--- config.mk ---
export PLATFORM = sky130hd
export DESIGN_NAME = led_sbox_layer_ctrl
export DESIGN_NICKNAME = d
export VERILOG_FILES = /design/src/rtl/led_sbox_pkg.sv /design/src/rtl/led_sbox_layer_ctrl_share_beat_buffer.sv /design/src/rtl/led_sbox_layer_ctrl.sv
export SDC_FILE = /design/constraint.sdc
export NUM_CORES = 1
export LEC_CHECK = 0
export ABC_AREA = 1
export BUFFER_PORTS_ARGS = -buffer_cell sky130_fd_sc_hd__buf_2
export CORE_AREA = 4 4 225 227
export CTS_BUF_LIST = sky130_fd_sc_hd__clkbuf_16
export CTS_CLUSTER_SIZE = 40
export DETAILED_ROUTE_END_ITERATION = 10
export DIE_AREA = 0 0 229 231
export GPL_ROUTABILITY_DRIVEN = 0
export SKIP_CTS_REPAIR_TIMING = 1
export SLEW_MARGIN = 30
export SYNTH_ARGS = -nofsm -noshare
export SYNTH_HDL_FRONTEND = slang
export SYNTH_SLANG_ARGS = --single-unit
export TNS_END_PERCENT = 1
--- constraint.sdc ---
create_clock -name clk -period 2.9 [get_ports clk]
set_input_delay 0.58 -clock clk [delete_from_list [all_inputs] [get_ports clk]]
set_output_delay 0.58 -clock clk [all_outputs]
set_load 0.01 [all_outputs]
--- src/rtl/led_sbox_pkg.sv ---
// Shared constants and FSM state type for the LED masked S-box layer controller.
package led_sbox_pkg;

    localparam int STATE_W = 64;
    localparam int SB_W    = 8;
    localparam int R_W     = 36;
    localparam int LATENCY = 3;
    localparam int BEATS   = STATE_W / SB_W;
    localparam int CNT_W   = 4;

    // Last enabled beat: final capture happens here, then the controller reports done.
    localparam logic [CNT_W-1:0] CNT_LAST = CNT_W'(BEATS + LATENCY - 1);

    typedef enum logic [1:0] {
        IDLE = 2'd0,
        RUN  = 2'd1,
        DONE = 2'd2
    } state_t;

endpackage

--- src/rtl/led_sbox_layer_ctrl_share_beat_buffer.sv ---
// Per-share storage: latches the incoming 64-bit share, hands it out one byte
// per beat, and collects the substituted bytes coming back from the datapath.
module share_beat_buffer
    import led_sbox_pkg::*;
(
    input  logic               clk,
    input  logic               rst_n,
    input  logic               load,
    input  logic [STATE_W-1:0] load_data,
    input  logic [CNT_W-1:0]   beat_sel,
    output logic [SB_W-1:0]    beat_data,
    input  logic               wr_en,
    input  logic [CNT_W-1:0]   wr_idx,
    input  logic [SB_W-1:0]    wr_data,
    output logic [STATE_W-1:0] captured
);

    logic [STATE_W-1:0] latched;

    // Hold the share for the whole run so the caller may change its inputs freely.
    always_ff @(posedge clk or negedge rst_n) begin
        if (!rst_n) begin
            latched <= '0;
        end else if (load) begin
            latched <= load_data;
        end
    end

    // Select the current beat's byte; flush beats (index >= BEATS) feed zeros.
    always_comb begin
        beat_data = '0;
        for (int i = 0; i < BEATS; i++) begin
            if (beat_sel == CNT_W'(i)) begin
                beat_data = latched[i*SB_W +: SB_W];
            end
        end
    end

    // Write one returned byte into its slot; untouched slots keep the previous result.
    always_ff @(posedge clk or negedge rst_n) begin
        if (!rst_n) begin
            captured <= '0;
        end else if (wr_en) begin
            for (int i = 0; i < BEATS; i++) begin
                if (wr_idx == CNT_W'(i)) begin
                    captured[i*SB_W +: SB_W] <= wr_data;
                end
            end
        end
    end

endmodule

--- src/rtl/led_sbox_layer_ctrl.sv ---
// Sequences one LED S-box layer (three Boolean shares) through the shared
// two-S-box masked datapath, one byte per share per enabled beat.
module led_sbox_layer_ctrl
    import led_sbox_pkg::*;
(
    input  logic                 clk,
    input  logic                 rst_n,
    input  logic                 start,
    input  logic [STATE_W-1:0]   in_sh1,
    input  logic [STATE_W-1:0]   in_sh2,
    input  logic [STATE_W-1:0]   in_sh3,
    output logic                 ready,
    output logic                 done,
    output logic [STATE_W-1:0]   out_sh1,
    output logic [STATE_W-1:0]   out_sh2,
    output logic [STATE_W-1:0]   out_sh3,
    input  logic [2*R_W-1:0]     rnd,
    input  logic                 rnd_valid,
    output logic                 rnd_ack,
    output logic                 sb_en,
    output logic [SB_W-1:0]      sb_in1,
    output logic [SB_W-1:0]      sb_in2,
    output logic [SB_W-1:0]      sb_in3,
    output logic [R_W-1:0]       sb_r1,
    output logic [R_W-1:0]       sb_r2,
    input  logic [SB_W-1:0]      sb_out1,
    input  logic [SB_W-1:0]      sb_out2,
    input  logic [SB_W-1:0]      sb_out3
);

    state_t           state;
    logic [CNT_W-1:0] cnt;
    logic             load;
    logic             cap_en;
    logic [CNT_W-1:0] cap_idx;

    // Handshake, datapath enable and capture control derived from state and beat count.
    always_comb begin
        ready   = (state == IDLE);
        done    = (state == DONE);
        load    = (state == IDLE) && start;
        sb_en   = (state == RUN) && rnd_valid;
        rnd_ack = sb_en;
        sb_r1   = rnd[R_W-1:0];
        sb_r2   = rnd[2*R_W-1:R_W];
        cap_en  = sb_en && (cnt >= CNT_W'(LATENCY));
        cap_idx = cnt - CNT_W'(LATENCY);
    end

    // Controller FSM and beat counter; the counter only advances when randomness is consumed.
    always_ff @(posedge clk or negedge rst_n) begin
        if (!rst_n) begin
            state <= IDLE;
            cnt   <= '0;
        end else begin
            case (state)
                IDLE: begin
                    if (start) begin
                        state <= RUN;
                        cnt   <= '0;
                    end
                end
                RUN: begin
                    if (rnd_valid) begin
                        if (cnt == CNT_LAST) begin
                            state <= DONE;
                        end else begin
                            cnt <= cnt + 1'b1;
                        end
                    end
                end
                DONE: begin
                    state <= IDLE;
                end
                default: begin
                    state <= IDLE;
                end
            endcase
        end
    end

    share_beat_buffer u_buf1 (
        .clk       (clk),
        .rst_n     (rst_n),
        .load      (load),
        .load_data (in_sh1),
        .beat_sel  (cnt),
        .beat_data (sb_in1),
        .wr_en     (cap_en),
        .wr_idx    (cap_idx),
        .wr_data   (sb_out1),
        .captured  (out_sh1)
    );

    share_beat_buffer u_buf2 (
        .clk       (clk),
        .rst_n     (rst_n),
        .load      (load),
        .load_data (in_sh2),
        .beat_sel  (cnt),
        .beat_data (sb_in2),
        .wr_en     (cap_en),
        .wr_idx    (cap_idx),
        .wr_data   (sb_out2),
        .captured  (out_sh2)
    );

    share_beat_buffer u_buf3 (
        .clk       (clk),
        .rst_n     (rst_n),
        .load      (load),
        .load_data (in_sh3),
        .beat_sel  (cnt),
        .beat_data (sb_in3),
        .wr_en     (cap_en),
        .wr_idx    (cap_idx),
        .wr_data   (sb_out3),
        .captured  (out_sh3)
    );

endmodule

==> flow_summary.rst <==
.. list-table::
   :header-rows: 1

   * - Metric
     - Value
   * - Run status
     - complete, but fails checks
   * - Violations in the final reports
     - negative setup slack
   * - Drc violations
     - 0
   * - Compound-gate portion of the synthesized area
     - 8.071%
   * - Most area-consuming cells after synthesis
     - dfrtp_1 (52%), nand2_1 (23%), o21ai_0 (5.2%)
   * - Fin nets
     - 3,009
   * - CP max stage cell
     - dfrtp_2
   * - Delay of the slowest cell on the worst path
     - 0.47 ns
   * - Number of DRC violations after detailed-routing iteration 0
     - 1,381
   * - Util after Layout
     - 46.74%
   * - Leading post-synthesis cells by instance count
     - nand2_1 (1,134), dfrtp_1 (390), o21ai_0 (192)
   * - Clock tree sinks
     - 390
   * - Fmax
     - 0.3323 GHz
   * - Post-synthesis simple-gate area fraction
     - 28.42%
   * - Library cell with the highest instance count after synthesis
     - nand2_1
   * - Endpoint arrival time on the critical path
     - 2.43 ns
   * - Clock root buffer
     - clkbuf_16
   * - Detailed-routing iteration count for the pre-antenna-repair pass
     - 5
   * - Setup crit end kind
     - output pin
   * - Overall routing resource usage
     - 22.80%
   * - Largest net degree at the start of global routing
     - 97
   * - Cell accounting for the most synthesized area
     - dfrtp_1
   * - Number of flops mapped to enable cells by yosys
     - 0
   * - Netlist area before placement
     - 18,600 µm²
   * - Per-cell via count in the routed design
     - 4.955
   * - Number of max-cap violations
     - 0
   * - Post-route fraction of the period consumed by the critical path
     - 103.8%
   * - Final routed wirelength across all metal layers
     - 64.00 mm
   * - Number of buffers added on ports
     - 439
   * - Site Rows
     - 81
   * - Final setup violating endpoints
     - 24
   * - Cells after Synth
     - 2,399
   * - Largest clock skew in the final design
     - 0.01252 ns
   * - Leakage
     - 13.20 nW
   * - Count of placed standard cells including taps
     - 3,256
   * - Setup repair after global routing missed its margin
     - yes
   * - Number of pins exceeding their max-slew limit in the final report
     - 0
   * - DIE AREA
     - 52,900 µm²
   * - Growth of design area from synthesis to finish
     - 22.23%
   * - Remaining Overflow, GRT
     - 0
   * - Combinational family with the most area after synthesis
     - simple AND/OR/NAND/NOR gates
   * - Die height
     - 231 µm
   * - Proportion of register bits with asynchronous set or reset after synthesis
     - 100.0%
   * - Antenna violation net count after detailed routing
     - 0
   * - CTS H-Tree Depth
     - 2
   * - WL per Instance
     - 19.03 µm
   * - Mux share of post-synthesis cell area
     - 0%
   * - Power Dens Cells
     - 1041 nW/µm²
   * - Number of unique standard cell types used by synthesis
     - 31
   * - YS warnings
     - 0
   * - Starting Density
     - 38.24%
   * - Cell family with the largest share of critical-path delay
     - simple AND/OR/NAND/NOR gates
   * - Clock power frac
     - 23.4%
   * - Xor/xnor cell area share of the yosys netlist
     - 0.1345%
   * - Cell-internal power
     - 0.01409 W
   * - CP Max Fanout
     - 20
   * - Antenna violations before repair
     - 6
   * - Routed via count
     - 16,670
   * - Synth Area in Adders
     - 0.4708%
   * - Final hold violation count
     - 0
   * - Share of total power consumed by net switching
     - 40.46%
   * - Final HPWL DP
     - 43.42 mm
   * - Worst-path clk slew
     - 0.06 ns
   * - Clk Latency, worst-skew pair
     - 0.57 ns
   * - Combined area of the multi-input logic cells
     - 7092 µm²
   * - Fraction of layout cells with a size suffix above 1
     - 24.16%
   * - Proportion of synthesized chip area in sequential cells
     - 52.46%
   * - Clock tree from TritonCTS
     - yes
   * - Number of storage elements in the synthesis netlist
     - 390
   * - Kind of start point of the critical path
     - register
   * - Combinational power share
     - 40.2%
   * - Min-delay worst type
     - in2reg
   * - Worst Tran Pin Value
     - 0.8650 ns
   * - Max transition margin
     - 42.20%
   * - Sequential group share of total power
     - 36.4%
   * - Buffers & Inverters on Critical Path
     - 4
   * - Vias in the first global route
     - 16,450
   * - Switching component of the power
     - 0.009573 W
   * - Core box area
     - 48,650 µm²
   * - Fill cell total of the finished layout
     - 4,848
   * - Most numerous cell on the critical path
     - nand2_1
   * - Total clock buffers created by CTS
     - 44
   * - Synthesized area divided by synthesized cell count
     - 7.754 µm²
   * - Post-synth net total
     - 2,698
   * - Sequential cell area
     - 9763 µm²
   * - Least setup slack across all paths after layout
     - -0.1096 ns
   * - List of cells traversed by the critical path
     - inv_4 -> ha_4 -> nand3_4 -> clkbuf_16 -> o21ai_0 -> inv_1 -> nand2_1 -> nand2_1 -> nand2_1 -> nand2_1 -> nand2_1 -> nand2_1 -> buf_2
   * - Most instantiated flip-flop cell in the synthesis netlist
     - dfrtp_1
   * - IO Count
     - 584
   * - Worst supply voltage drop on vdd
     - 0.5963 mV
   * - Die X
     - 229 µm
   * - Clock tree buffer depth
     - 3
   * - Final standard cell count with taps included and fillers excluded
     - 3,364
   * - Critical path start-end classification
     - reg2out
   * - Wire length of the first global-routing pass
     - 95.37 mm
   * - Proportion of netlist area held by the largest area contributor
     - 52.46%
   * - Time the worst path needs with I/O delays and setup
     - 3.010 ns
   * - Required time of the critical path
     - 2.32 ns
power groups by stage:
stage / clock, W / sequential (W) / combinational, W
global route: 0.00589 / 0.00881 / 0.0106
finish: 0.00555 / 0.00861 / 0.00951
floorplan: 0 / 0.00861 / 0.00510
global placement: 0 / 0.00862 / 0.00858
CTS: 0.00567 / 0.00859 / 0.00871
detailed placement: 0 / 0.00867 / 0.00867
stage by stage:
stage	TNS, ns	area, µm²	worst slack (ns)	hold slack (ns)	total power, W
global route	-5.364	22740	-0.2774	0.1862	0.02532
detailed placement	0	20710	0.2642	0.4616	0.01733
CTS	-8.311	22120	-0.3816	-0.06076	0.02298
global placement	0	20710	0.2932	0.4569	0.01720
floorplan	0	18600	0.5241	0.2844	0.01371
finish	-1.690	22740	-0.1096	0.2058	0.02366
routing by layer:
| layer | GRT usage [%] | share of wire (%) | vias to the layer above |
|---|---|---|---|
| li1 | - | - | 7926 |
| met1 | 28.56 | 41 | 7971 |
| met2 | 39.28 | 49 | 653 |
| met3 | 5.689 | 7.5 | 111 |
| met4 | 6.523 | 2.8 | 6 |
| met5 | 0 | 0.064 | - |
final timing paths:
kind / startpoint / endpoint / slack, ns / cells after the start
min in group asynchronous: rst_n / u_buf2.captured[37]$_DFFE_PN0P_ / 0.55 / 2
min: in_sh1[20] / u_buf1.latched[20]$_DFFE_PN0P_ / 0.21 / 3
max in group asynchronous: rst_n / u_buf3.latched[44]$_DFFE_PN0P_ / 1.50 / 4
min reg2reg: u_buf2.captured[32]$_DFFE_PN0P_ / u_buf2.captured[32]$_DFFE_PN0P_ / 0.47 / 2
max: cnt[0]$_DFFE_PN0P_ / sb_in1[7] / -0.11 / 13
max reg2reg: cnt[3]$_DFFE_PN0P_ / u_buf3.captured[56]$_DFFE_PN0P_ / 0.38 / 8
cell usage in the layout, fill, tap and decap left out, types with 8 or more instances in the layout:
cell and count:
dfrtp_1 387, o21ai_1 107, o21ai_0 185, buf_4 29
inv_1 135, buf_12 22, nand3_1 74, clkbuf_16 54
nand2_2 29, nor2_4 9, clkinv_2 8, or2_2 24
buf_2 437, nor2_1 71, nand2_1 1104
registers in the layout, indices dropped and copies added (netlist names):
| register | cells |
|---|---|
| u_buf3.captured | 64 |
| u_buf1.captured | 64 |
| u_buf2.latched | 64 |
| cnt | 4 |
| u_buf3.latched | 64 |
| u_buf1.latched | 64 |
| u_buf2.captured | 64 |
| state | 2 |
worst min-delay path, cell delays in order:
cell and delay, ns:
buf_2 0.08, nand2_1 0.04, nand2_1 0.05
final cells by class:
type	instances	area share, %
clock inverter	31	1.233
antenna	2	0.02201
sequential	390	42.94
tap	622	3.423
multi-input combinational	1637	31.19
clock buffer	45	4.952
timing repair buffer	506	14.05
inverter	131	2.196
cells by family (layout without fill, tap and decap cells):
family / count (synthesis) / count (layout)
compound gates: 296 / 296
simple gates: 1331 / 1332
xor+xnor: 2 / 2
other cells: 0 / 2
buf+inv: 373 / 713
flops: 390 / 390
fa+ha+maj: 7 / 7
(Power assumes the default switching activity.)
